**config.mk**
```make
export PLATFORM = sky130hd
export DESIGN_NAME = hazard_ctrl_flat
export DESIGN_NICKNAME = d
export VERILOG_FILES = /design/src/rtl/hazard_ctrl_if.sv /design/src/rtl/hazard_ctrl.sv /design/src/flat_wrapper.sv
export SDC_FILE = /design/constraint.sdc
export NUM_CORES = 1
export LEC_CHECK = 0
export ABC_AREA = 0
export BUFFER_PORTS_ARGS = -buffer_cell sky130_fd_sc_hd__buf_2
export CORE_MARGIN = 5
export CORE_UTILIZATION = 40
export DETAILED_ROUTE_END_ITERATION = 6
export MAX_ROUTING_LAYER = met4
export PLACE_DENSITY = 0.71
export SLEW_MARGIN = 15
export SYNTH_ARGS = -nofsm -noshare
export SYNTH_HDL_FRONTEND = slang
export SYNTH_SLANG_ARGS = --single-unit
```
**constraint.sdc**
```tcl
create_clock -name clk -period 5.2 [get_ports clk]
set_input_delay 0 -clock clk [delete_from_list [all_inputs] [get_ports clk]]
set_output_delay 0 -clock clk [all_outputs]
set_load 0.01 [all_outputs]
```
**src/rtl/hazard_ctrl_if.sv**
```systemverilog
// Hazard controller bus: pipeline-side hazard inputs and the stall/flush/forward controls.
interface hazard_ctrl_if #(
    parameter int CNT_W = 16
);
    logic [4:0]       rs1_d;
    logic [4:0]       rs2_d;
    logic [4:0]       rs1_e;
    logic [4:0]       rs2_e;
    logic [4:0]       rd_e;
    logic             load_e;
    logic             pc_src_e;
    logic [4:0]       rd_m;
    logic             reg_write_m;
    logic [4:0]       rd_w;
    logic             reg_write_w;
    logic             mem_req_m;
    logic             mem_ready;

    logic             stall_f;
    logic             stall_d;
    logic             stall_e;
    logic             stall_m;
    logic             flush_d;
    logic             flush_e;
    logic             flush_w;
    logic [1:0]       forward_a_e;
    logic [1:0]       forward_b_e;
    logic [CNT_W-1:0] stall_cycles;
    logic [CNT_W-1:0] flush_cycles;
    logic             mem_timeout;

    // Pipeline side: supplies hazard sources, consumes the controls
    modport master (
        output rs1_d, rs2_d, rs1_e, rs2_e, rd_e, load_e, pc_src_e,
               rd_m, reg_write_m, rd_w, reg_write_w, mem_req_m, mem_ready,
        input  stall_f, stall_d, stall_e, stall_m, flush_d, flush_e, flush_w,
               forward_a_e, forward_b_e, stall_cycles, flush_cycles, mem_timeout
    );

    // Hazard controller side
    modport slave (
        input  rs1_d, rs2_d, rs1_e, rs2_e, rd_e, load_e, pc_src_e,
               rd_m, reg_write_m, rd_w, reg_write_w, mem_req_m, mem_ready,
        output stall_f, stall_d, stall_e, stall_m, flush_d, flush_e, flush_w,
               forward_a_e, forward_b_e, stall_cycles, flush_cycles, mem_timeout
    );
endinterface

```
**src/rtl/hazard_ctrl.sv**
```systemverilog
// Pipeline hazard controller for the 5-stage RV32I core: stalls, flushes,
// EX forwarding selects, a memory-wait FSM, saturating event counters and
// a sticky memory-timeout flag.
module hazard_ctrl #(
    parameter int CNT_W       = 16,
    parameter int MEM_TIMEOUT = 255
) (
    input logic          clk,
    input logic          reset,
    hazard_ctrl_if.slave hz
);
    localparam int WCNT_CLOG = $clog2(MEM_TIMEOUT + 1);
    localparam int WCNT_W    = (WCNT_CLOG > 8) ? WCNT_CLOG : 8;

    localparam logic [WCNT_W-1:0] WCNT_MAX = WCNT_W'(MEM_TIMEOUT);
    localparam logic [CNT_W-1:0]  CNT_MAX  = '1;

    typedef enum logic {
        RUN,
        MEM_WAIT
    } state_e;

    state_e            state_q;
    state_e            state_d;
    logic [WCNT_W-1:0] wcnt_q;
    logic [WCNT_W-1:0] wcnt_d;
    logic [CNT_W-1:0]  stall_cnt_q;
    logic [CNT_W-1:0]  stall_cnt_d;
    logic [CNT_W-1:0]  flush_cnt_q;
    logic [CNT_W-1:0]  flush_cnt_d;
    logic              timeout_q;
    logic              timeout_d;

    logic              memstall;
    logic              load_use;

    // MEM result wins over WB; x0 is never forwarded
    function automatic logic [1:0] fwd_sel(
        input logic [4:0] rs,
        input logic [4:0] rd_m,
        input logic       wr_m,
        input logic [4:0] rd_w,
        input logic       wr_w
    );
        logic [1:0] sel;
        sel = 2'b00;
        if (wr_m && (rd_m != 5'd0) && (rd_m == rs)) begin
            sel = 2'b10;
        end else if (wr_w && (rd_w != 5'd0) && (rd_w == rs)) begin
            sel = 2'b01;
        end
        return sel;
    endfunction

    assign memstall = hz.mem_req_m && !hz.mem_ready;
    assign load_use = hz.load_e && (hz.rd_e != 5'd0) &&
                      ((hz.rd_e == hz.rs1_d) || (hz.rd_e == hz.rs2_d));

    // State register
    always_ff @(posedge clk) begin
        if (reset) begin
            state_q <= RUN;
        end else begin
            state_q <= state_d;
        end
    end

    // Next-state logic with the wait counter that runs alongside the FSM
    always_comb begin
        state_d = state_q;
        wcnt_d  = wcnt_q;
        unique case (state_q)
            RUN: begin
                if (memstall) begin
                    state_d = MEM_WAIT;
                    wcnt_d  = WCNT_W'(1);
                end
            end
            MEM_WAIT: begin
                if (hz.mem_ready) begin
                    state_d = RUN;
                    wcnt_d  = '0;
                end else if (wcnt_q != WCNT_MAX) begin
                    wcnt_d = wcnt_q + WCNT_W'(1);
                end
            end
            default: begin
                state_d = RUN;
                wcnt_d  = '0;
            end
        endcase
    end

    // Output logic: memory stall > branch flush > load-use bubble, all forced off in reset.
    // A branch held in a frozen EX during a memory wait is flushed on the first free cycle
    // simply because memstall drops and the branch term then wins.
    always_comb begin
        hz.stall_f     = 1'b0;
        hz.stall_d     = 1'b0;
        hz.stall_e     = 1'b0;
        hz.stall_m     = 1'b0;
        hz.flush_d     = 1'b0;
        hz.flush_e     = 1'b0;
        hz.flush_w     = 1'b0;
        hz.forward_a_e = 2'b00;
        hz.forward_b_e = 2'b00;
        if (!reset) begin
            if (memstall) begin
                hz.stall_f = 1'b1;
                hz.stall_d = 1'b1;
                hz.stall_e = 1'b1;
                hz.stall_m = 1'b1;
                hz.flush_w = 1'b1;
            end else if (hz.pc_src_e) begin
                hz.flush_d = 1'b1;
                hz.flush_e = 1'b1;
            end else if (load_use) begin
                hz.stall_f = 1'b1;
                hz.stall_d = 1'b1;
                hz.flush_e = 1'b1;
            end
            hz.forward_a_e = fwd_sel(hz.rs1_e, hz.rd_m, hz.reg_write_m,
                                     hz.rd_w, hz.reg_write_w);
            hz.forward_b_e = fwd_sel(hz.rs2_e, hz.rd_m, hz.reg_write_m,
                                     hz.rd_w, hz.reg_write_w);
        end
    end

    // Next values for the saturating counters and the sticky timeout flag
    always_comb begin
        stall_cnt_d = stall_cnt_q;
        flush_cnt_d = flush_cnt_q;
        if (hz.stall_f && (stall_cnt_q != CNT_MAX)) begin
            stall_cnt_d = stall_cnt_q + CNT_W'(1);
        end
        if (hz.flush_d && (flush_cnt_q != CNT_MAX)) begin
            flush_cnt_d = flush_cnt_q + CNT_W'(1);
        end
        timeout_d = timeout_q ||
                    ((state_q == MEM_WAIT) && (wcnt_q == WCNT_MAX) && !hz.mem_ready);
    end

    // Wait counter, event counters and timeout flag registers
    always_ff @(posedge clk) begin
        if (reset) begin
            wcnt_q      <= '0;
            stall_cnt_q <= '0;
            flush_cnt_q <= '0;
            timeout_q   <= 1'b0;
        end else begin
            wcnt_q      <= wcnt_d;
            stall_cnt_q <= stall_cnt_d;
            flush_cnt_q <= flush_cnt_d;
            timeout_q   <= timeout_d;
        end
    end

    assign hz.stall_cycles = stall_cnt_q;
    assign hz.flush_cycles = flush_cnt_q;
    assign hz.mem_timeout  = timeout_q;

endmodule

```
**src/flat_wrapper.sv**
```systemverilog
// flat-port wrapper written by rule: the top's interface ports become plain ports
module hazard_ctrl_flat 
#(
    parameter int CNT_W       = 16,
    parameter int MEM_TIMEOUT = 255
)
  (clk, reset, hz_rs1_d, hz_rs2_d, hz_rs1_e, hz_rs2_e, hz_rd_e, hz_load_e, hz_pc_src_e, hz_rd_m, hz_reg_write_m, hz_rd_w, hz_reg_write_w, hz_mem_req_m, hz_mem_ready, hz_stall_f, hz_stall_d, hz_stall_e, hz_stall_m, hz_flush_d, hz_flush_e, hz_flush_w, hz_forward_a_e, hz_forward_b_e, hz_stall_cycles, hz_flush_cycles, hz_mem_timeout);
  hazard_ctrl_if #(.CNT_W(CNT_W)) hz_i ();
  input logic clk;
  input logic reset;
  input wire logic [$bits(hz_i.rs1_d)-1:0] hz_rs1_d;
  input wire logic [$bits(hz_i.rs2_d)-1:0] hz_rs2_d;
  input wire logic [$bits(hz_i.rs1_e)-1:0] hz_rs1_e;
  input wire logic [$bits(hz_i.rs2_e)-1:0] hz_rs2_e;
  input wire logic [$bits(hz_i.rd_e)-1:0] hz_rd_e;
  input wire logic [$bits(hz_i.load_e)-1:0] hz_load_e;
  input wire logic [$bits(hz_i.pc_src_e)-1:0] hz_pc_src_e;
  input wire logic [$bits(hz_i.rd_m)-1:0] hz_rd_m;
  input wire logic [$bits(hz_i.reg_write_m)-1:0] hz_reg_write_m;
  input wire logic [$bits(hz_i.rd_w)-1:0] hz_rd_w;
  input wire logic [$bits(hz_i.reg_write_w)-1:0] hz_reg_write_w;
  input wire logic [$bits(hz_i.mem_req_m)-1:0] hz_mem_req_m;
  input wire logic [$bits(hz_i.mem_ready)-1:0] hz_mem_ready;
  output wire logic [$bits(hz_i.stall_f)-1:0] hz_stall_f;
  output wire logic [$bits(hz_i.stall_d)-1:0] hz_stall_d;
  output wire logic [$bits(hz_i.stall_e)-1:0] hz_stall_e;
  output wire logic [$bits(hz_i.stall_m)-1:0] hz_stall_m;
  output wire logic [$bits(hz_i.flush_d)-1:0] hz_flush_d;
  output wire logic [$bits(hz_i.flush_e)-1:0] hz_flush_e;
  output wire logic [$bits(hz_i.flush_w)-1:0] hz_flush_w;
  output wire logic [$bits(hz_i.forward_a_e)-1:0] hz_forward_a_e;
  output wire logic [$bits(hz_i.forward_b_e)-1:0] hz_forward_b_e;
  output wire logic [$bits(hz_i.stall_cycles)-1:0] hz_stall_cycles;
  output wire logic [$bits(hz_i.flush_cycles)-1:0] hz_flush_cycles;
  output wire logic [$bits(hz_i.mem_timeout)-1:0] hz_mem_timeout;
  assign hz_i.rs1_d = hz_rs1_d;
  assign hz_i.rs2_d = hz_rs2_d;
  assign hz_i.rs1_e = hz_rs1_e;
  assign hz_i.rs2_e = hz_rs2_e;
  assign hz_i.rd_e = hz_rd_e;
  assign hz_i.load_e = hz_load_e;
  assign hz_i.pc_src_e = hz_pc_src_e;
  assign hz_i.rd_m = hz_rd_m;
  assign hz_i.reg_write_m = hz_reg_write_m;
  assign hz_i.rd_w = hz_rd_w;
  assign hz_i.reg_write_w = hz_reg_write_w;
  assign hz_i.mem_req_m = hz_mem_req_m;
  assign hz_i.mem_ready = hz_mem_ready;
  assign hz_stall_f = hz_i.stall_f;
  assign hz_stall_d = hz_i.stall_d;
  assign hz_stall_e = hz_i.stall_e;
  assign hz_stall_m = hz_i.stall_m;
  assign hz_flush_d = hz_i.flush_d;
  assign hz_flush_e = hz_i.flush_e;
  assign hz_flush_w = hz_i.flush_w;
  assign hz_forward_a_e = hz_i.forward_a_e;
  assign hz_forward_b_e = hz_i.forward_b_e;
  assign hz_stall_cycles = hz_i.stall_cycles;
  assign hz_flush_cycles = hz_i.flush_cycles;
  assign hz_mem_timeout = hz_i.mem_timeout;
  hazard_ctrl #(.CNT_W(CNT_W), .MEM_TIMEOUT(MEM_TIMEOUT)) u_core (.clk(clk), .reset(reset), .hz(hz_i));
endmodule
```
Word level (Yosys, flattened, before mapping)
Index checks and enable logic that the tools add are counted.
- bitwise gates (word level): 1
- reductions and logical operators: 20
- muxes and demuxes: 24
- add/sub/neg operators: 3
- equal/unequal tests: 12
- operators by type and width (cell ; number):
    $add 16x1->16 const B ; 2
    $ne 16x16->1 const B ; 2
    $eq 5x5->1 ; 6
    $mux 8 ; 3
    $pmux 8 s2 ; 1
    $mux 1 ; 15
    $reduce_bool 5->1 ; 3
    $logic_and 1x1->1 ; 13
    $add 8x1->8 const B ; 1
    $eq 8x8->1 const B ; 1
    $mux 2 ; 4
    $ne 8x8->1 const B ; 1
    $ne 3x3->1 const B ; 1
    $logic_or 1x1->1 ; 2
    $ne 2x1->1 const B ; 1
    $pmux 1 s2 ; 1
    $reduce_and 2->1 ; 1
    $logic_not 1->1 ; 1
    $not 1->1 ; 1
- bits of input ports: 43
- bits in registers: 42

Depth between registers and ports, before layout
- word-level depth: 8
- mapped depth: 9

Worst setup path after synthesis
OpenSTA, ideal clock, no wires.
- kind: reg2reg
- start: reg u_core.stall_cnt_q[0] (netlist: u_core.hz.stall_cycles[0])
- end: reg u_core.stall_cnt_q[1] (netlist: u_core.hz.stall_cycles[1])
- setup slack: 3137 ps
- cell stages (with the launch flop): 10
- data required time: 5072 ps
- arrival time: 1935 ps
- buffers on the path: 2
- clock period less this slack: 2063 ps
- path through: dfxtp_1 > ha_1 > nand2_1 > nor4_2 > a21o_2 > a2bb2oi_4 > buf_6 > buf_8 > mux2i_1 > nor2_1
- word-level cells in the longest chain between the ends: 2
- elaborated cells between the ends (all ways): 3
- classes of those cells: 1 x add/sub; 1 x eq/ne; 1 x reduce/logical
- ends and longest elaborated chain (element ; line ; source):
    start: declaration ; hazard_ctrl.sv:27 ; logic [CNT_W-1:0] stall_cnt_q;
    start signal: assignment ; hazard_ctrl.sv:152 ; stall_cnt_q <= stall_cnt_d;
    parallel branches: the longest is 2 deep, another holds $add 16x1->16 ; - ;
Parallel ways; which one is timed is not known.
A chain may end at the register's enable or synchronous reset.

Worst setup path after layout
Ends and elaborated chain as after synthesis.

==> impl_metrics.py <==
metrics = {
    "floorplan": {
        "design.die.area_mm2": 0.007871,
        "core_area_mm2": 0.005991,
        "start_util_pct": 41.37,
        "die_h_um": 88.72,
        "dieWidth_um": 88.72,
        "rows": 28,
        "io_pins": 87,
    },
    "synthesis": {
        "synth_top_family_by_area": "simple AND/OR/NAND/NOR gates",
        "synth-compound-area-share_pct": 13.73,
        "synth.area.mux_share_pct": 0.8077,
        "ys_seq_elements": 42,
        "syn_nets": 348,
        "syn_area_mm2": 0.002479,
        "yosysUniqueCellTypes": 42,
        "synthAdderAreaFrac_pct": 1.514,
        "syn_avg_cell_area_um2": 8.207,
        "yosysSeqAreaShare_pct": 33.92,
        "syn_inst": 302,
        "yosysWarningCount": 0,
        "synth_xor_area_share_pct": 16.25,
        "synth_simple_gate_area_share_pct": 29.43,
        "synthArstFlopShare_pct": 0,
        "synth_edf_count": 0,
        "synth-main-ff-cell": "dfxtp_1",
    },
    "global_route": {
        "track_usage_pct": 15.54,
        "grt_pass1_wl_um": 9597,
        "first_global_vias": 2183,
        "antenna_found_initial": 0,
        "grt_max_degree": 46,
        "grt_overflow_total": 0,
    },
    "detailed_routing": {
        "route.met2.wl_um": 2765,
        "drc": 0,
        "postRouteAntennaNets": 0,
        "wl_per_cell_um": 12.67,
        "via_per_inst": 5.231,
        "wirelength_met1_um": 2660,
        "wl_met3_um": 321,
        "vias": 2396,
        "routed_wl_um": 5803,
        "dr.pass1.iters": 4,
        "routed.top_layer": "met4",
        "initialDrtViolationCount": 98,
    },
    "min_path": {
        "hold_end": "u_core.state_q",
        "worstHoldStart": "hz_mem_req_m",
        "hold_depth": 3,
        "hold_class": "input port to flop",
    },
    "timing": {
        "rsz0062_at_grt": "false",
        "hold_viol": 0,
        "fmax_mhz": 445.4,
        "slew_violations": 0,
        "finalCriticalPeriod_ps": 2245,
        "period_share_pct": 43.18,
        "slew-limit-headroom_pct": 43.50,
        "fin_skew_ps": 3.712,
        "timing.setup.tns_ps": 0,
        "worstMarginPinSlew_ps": 847.6,
        "setup_viol": 0,
    },
    "finish": {
        "fin_area_mm2": 0.003044,
        "multiInputGateArea_mm2": 0.001530,
        "antennaDiodeCount": 0,
        "areaGrowthSynthToFinish_pct": 22.82,
        "layout-drive-gt1-share_pct": 26.37,
        "final_common_cell": "buf_2",
        "fin_nets": 429,
        "final_cell_mix": "86 x buf_2, 42 x dfxtp_1, 31 x xor2_1",
        "final-seq-area_um2": 840.8,
        "fill_cells": 579,
    },
    "critical_path": {
        "reg2reg_from": "u_core.hz.stall_cycles[0]",
        "worst_setup_path_end_kind": "flop",
        "path_max_fanout": 28,
        "r2r_cells": 7,
        "r2r_slack_ps": 2950,
        "startpoint_type": "flop",
        "cp.arrival_ps": 2390,
        "r2r-end": "u_core.hz.stall_cycles[1]",
        "criticalPathCategory": "flop to flop",
        "crit_required_ps": 5340,
    },
    "clock_network": {
        "root_buffer": "clkbuf_8",
        "cts_setup_buffers": 0,
        "htreeDepth": 2,
        "clock_sinks": 42,
        "cts_tree": "yes",
        "clk_latency_ps": 280,
        "cts_resized": 0,
        "cts_made_buffers": 5,
        "clockBufferDepth": 2,
        "clkTransAtPathRegs_ps": 70,
    },
    "power": {
        "peakVddDrop_mv": 0.2161,
        "power_density_mw_per_mm2": 218.7,
        "leakage_nw": 1.241,
    },
    "placed_design": {
        "place_area_mm2": 0.002922,
        "hpwl_um": 4485,
        "gp_congestion": 0.8427,
        "io_buffers": 86,
    },
    "run_status": {
        "status": "completed",
    },
    "run": {
        "cap_violations": 0,
    },
}
## logic make-up after synthesis
group | after synthesis
compound gates | 56
xor+xnor | 46
fa+ha+maj | 3
buf+inv | 20
flops | 42
mux | 2
simple gates | 133
## metal layers
layer,vias up,GRT usage (%)
li1,1244,-
met1,1084,19.72
met2,60,25.24
met3,8,3.259
met4,0,3.709
met5,-,-
## flip-flops by register name (all words and copies together), names as in the netlist
| signal | flops |
|---|---|
| u_core.state_q | 1 |
| u_core.hz.mem_timeout | 1 |
| u_core.hz.flush_cycles | 16 |
| u_core.wcnt_q | 8 |
| u_core.hz.stall_cycles | 16 |
## report_power, final
| part | internal [mW] | switching (mW) |
|---|---|---|
| sequential | 0.324 | 0.00341 |
| combinational | 0.0368 | 0.0452 |
| clock | 0.154 | 0.103 |
| total | 0.514 | 0.151 |
## through the flow
step | worst slack (ps) | utilization (%) | instances | hold slack, ps | power, mW
detailed placement | 2950 | 48.77 | 450 | 241.8 | 0.4167
CTS | 2936 | 50.81 | 458 | 0.2401 | 0.6777
finish | 2955 | 50.81 | 458 | 14.09 | 0.6657
global placement | 2998 | 48.77 | 450 | 233.8 | 0.4152
floorplan | 3137 | - | 302 | 76.79 | 0.3836
global route | 2772 | 50.81 | 458 | 21.30 | 0.7017
## worst max-delay path, stage by stage, from the launching register on
cell	delay, ps
dfxtp_1	410
ha_1	240
nand2_1	80
nor4_2	390
a21o_2	220
a2bb2oi_4	480
mux2i_1	250
nor2_1	50
## worst max path at each step
stage               cells past startpoint                       from                         to  slack [ps]
CTS                                     7  u_core.hz.stall_cycles[0]  u_core.hz.stall_cycles[1]        2940
global route                            7  u_core.hz.stall_cycles[1]  u_core.hz.stall_cycles[4]        2770
detailed placement                      7  u_core.hz.stall_cycles[0]  u_core.hz.stall_cycles[1]        2950
global placement                        7  u_core.hz.stall_cycles[0]  u_core.hz.stall_cycles[1]        3000
finish                                  7  u_core.hz.stall_cycles[0]  u_core.hz.stall_cycles[1]        2950
floorplan                               9  u_core.hz.stall_cycles[0]  u_core.hz.stall_cycles[1]        3140
## cells in the mapped netlist (2+ instances only)
cell type	n	share of area [%]
dfxtp_1	42	34
xor2_1	31	11
nor2_1	28	4.2
a21oi_1	22	4.4
nand3_1	21	4.2
nand2_1	15	2.3
xnor2_1	15	5.3
o21ai_0	14	2.8
or3_1	14	3.5
nor3_1	10	2.0
nand4_1	9	2.3
or4_1	9	2.7
inv_1	7	1.1
o21ai_1	7	1.4
clkbuf_1	6	0.91
nor4_1	6	1.5
o31ai_1	5	1.5
and3_1	4	1.0
buf_4	3	0.91
ha_1	3	1.5
nor2b_1	3	0.76
a22oi_1	2	0.61
and2_1	2	0.50
and4_1	2	0.71
and4b_1	2	0.81
buf_2	2	0.40
mux2i_1	2	0.81
nand2b_1	2	0.50
## final cells by class
cell class	count	share of cell area, %
flip-flops and latches	42	27.62
well taps	75	3.083
clock buffers	6	2.713
multi-input cells	240	50.27
clock inverters	1	0.9864
inverters	7	0.8631
repair buffers	87	14.47
## timing repair
action | in CTS | in global routing
hold endpoints to repair | 1 | 0
hold buffers | 1 | 0
endpoints found under the setup margin | 0 | 0
Note: power is estimated with default switching activity, not from simulation.
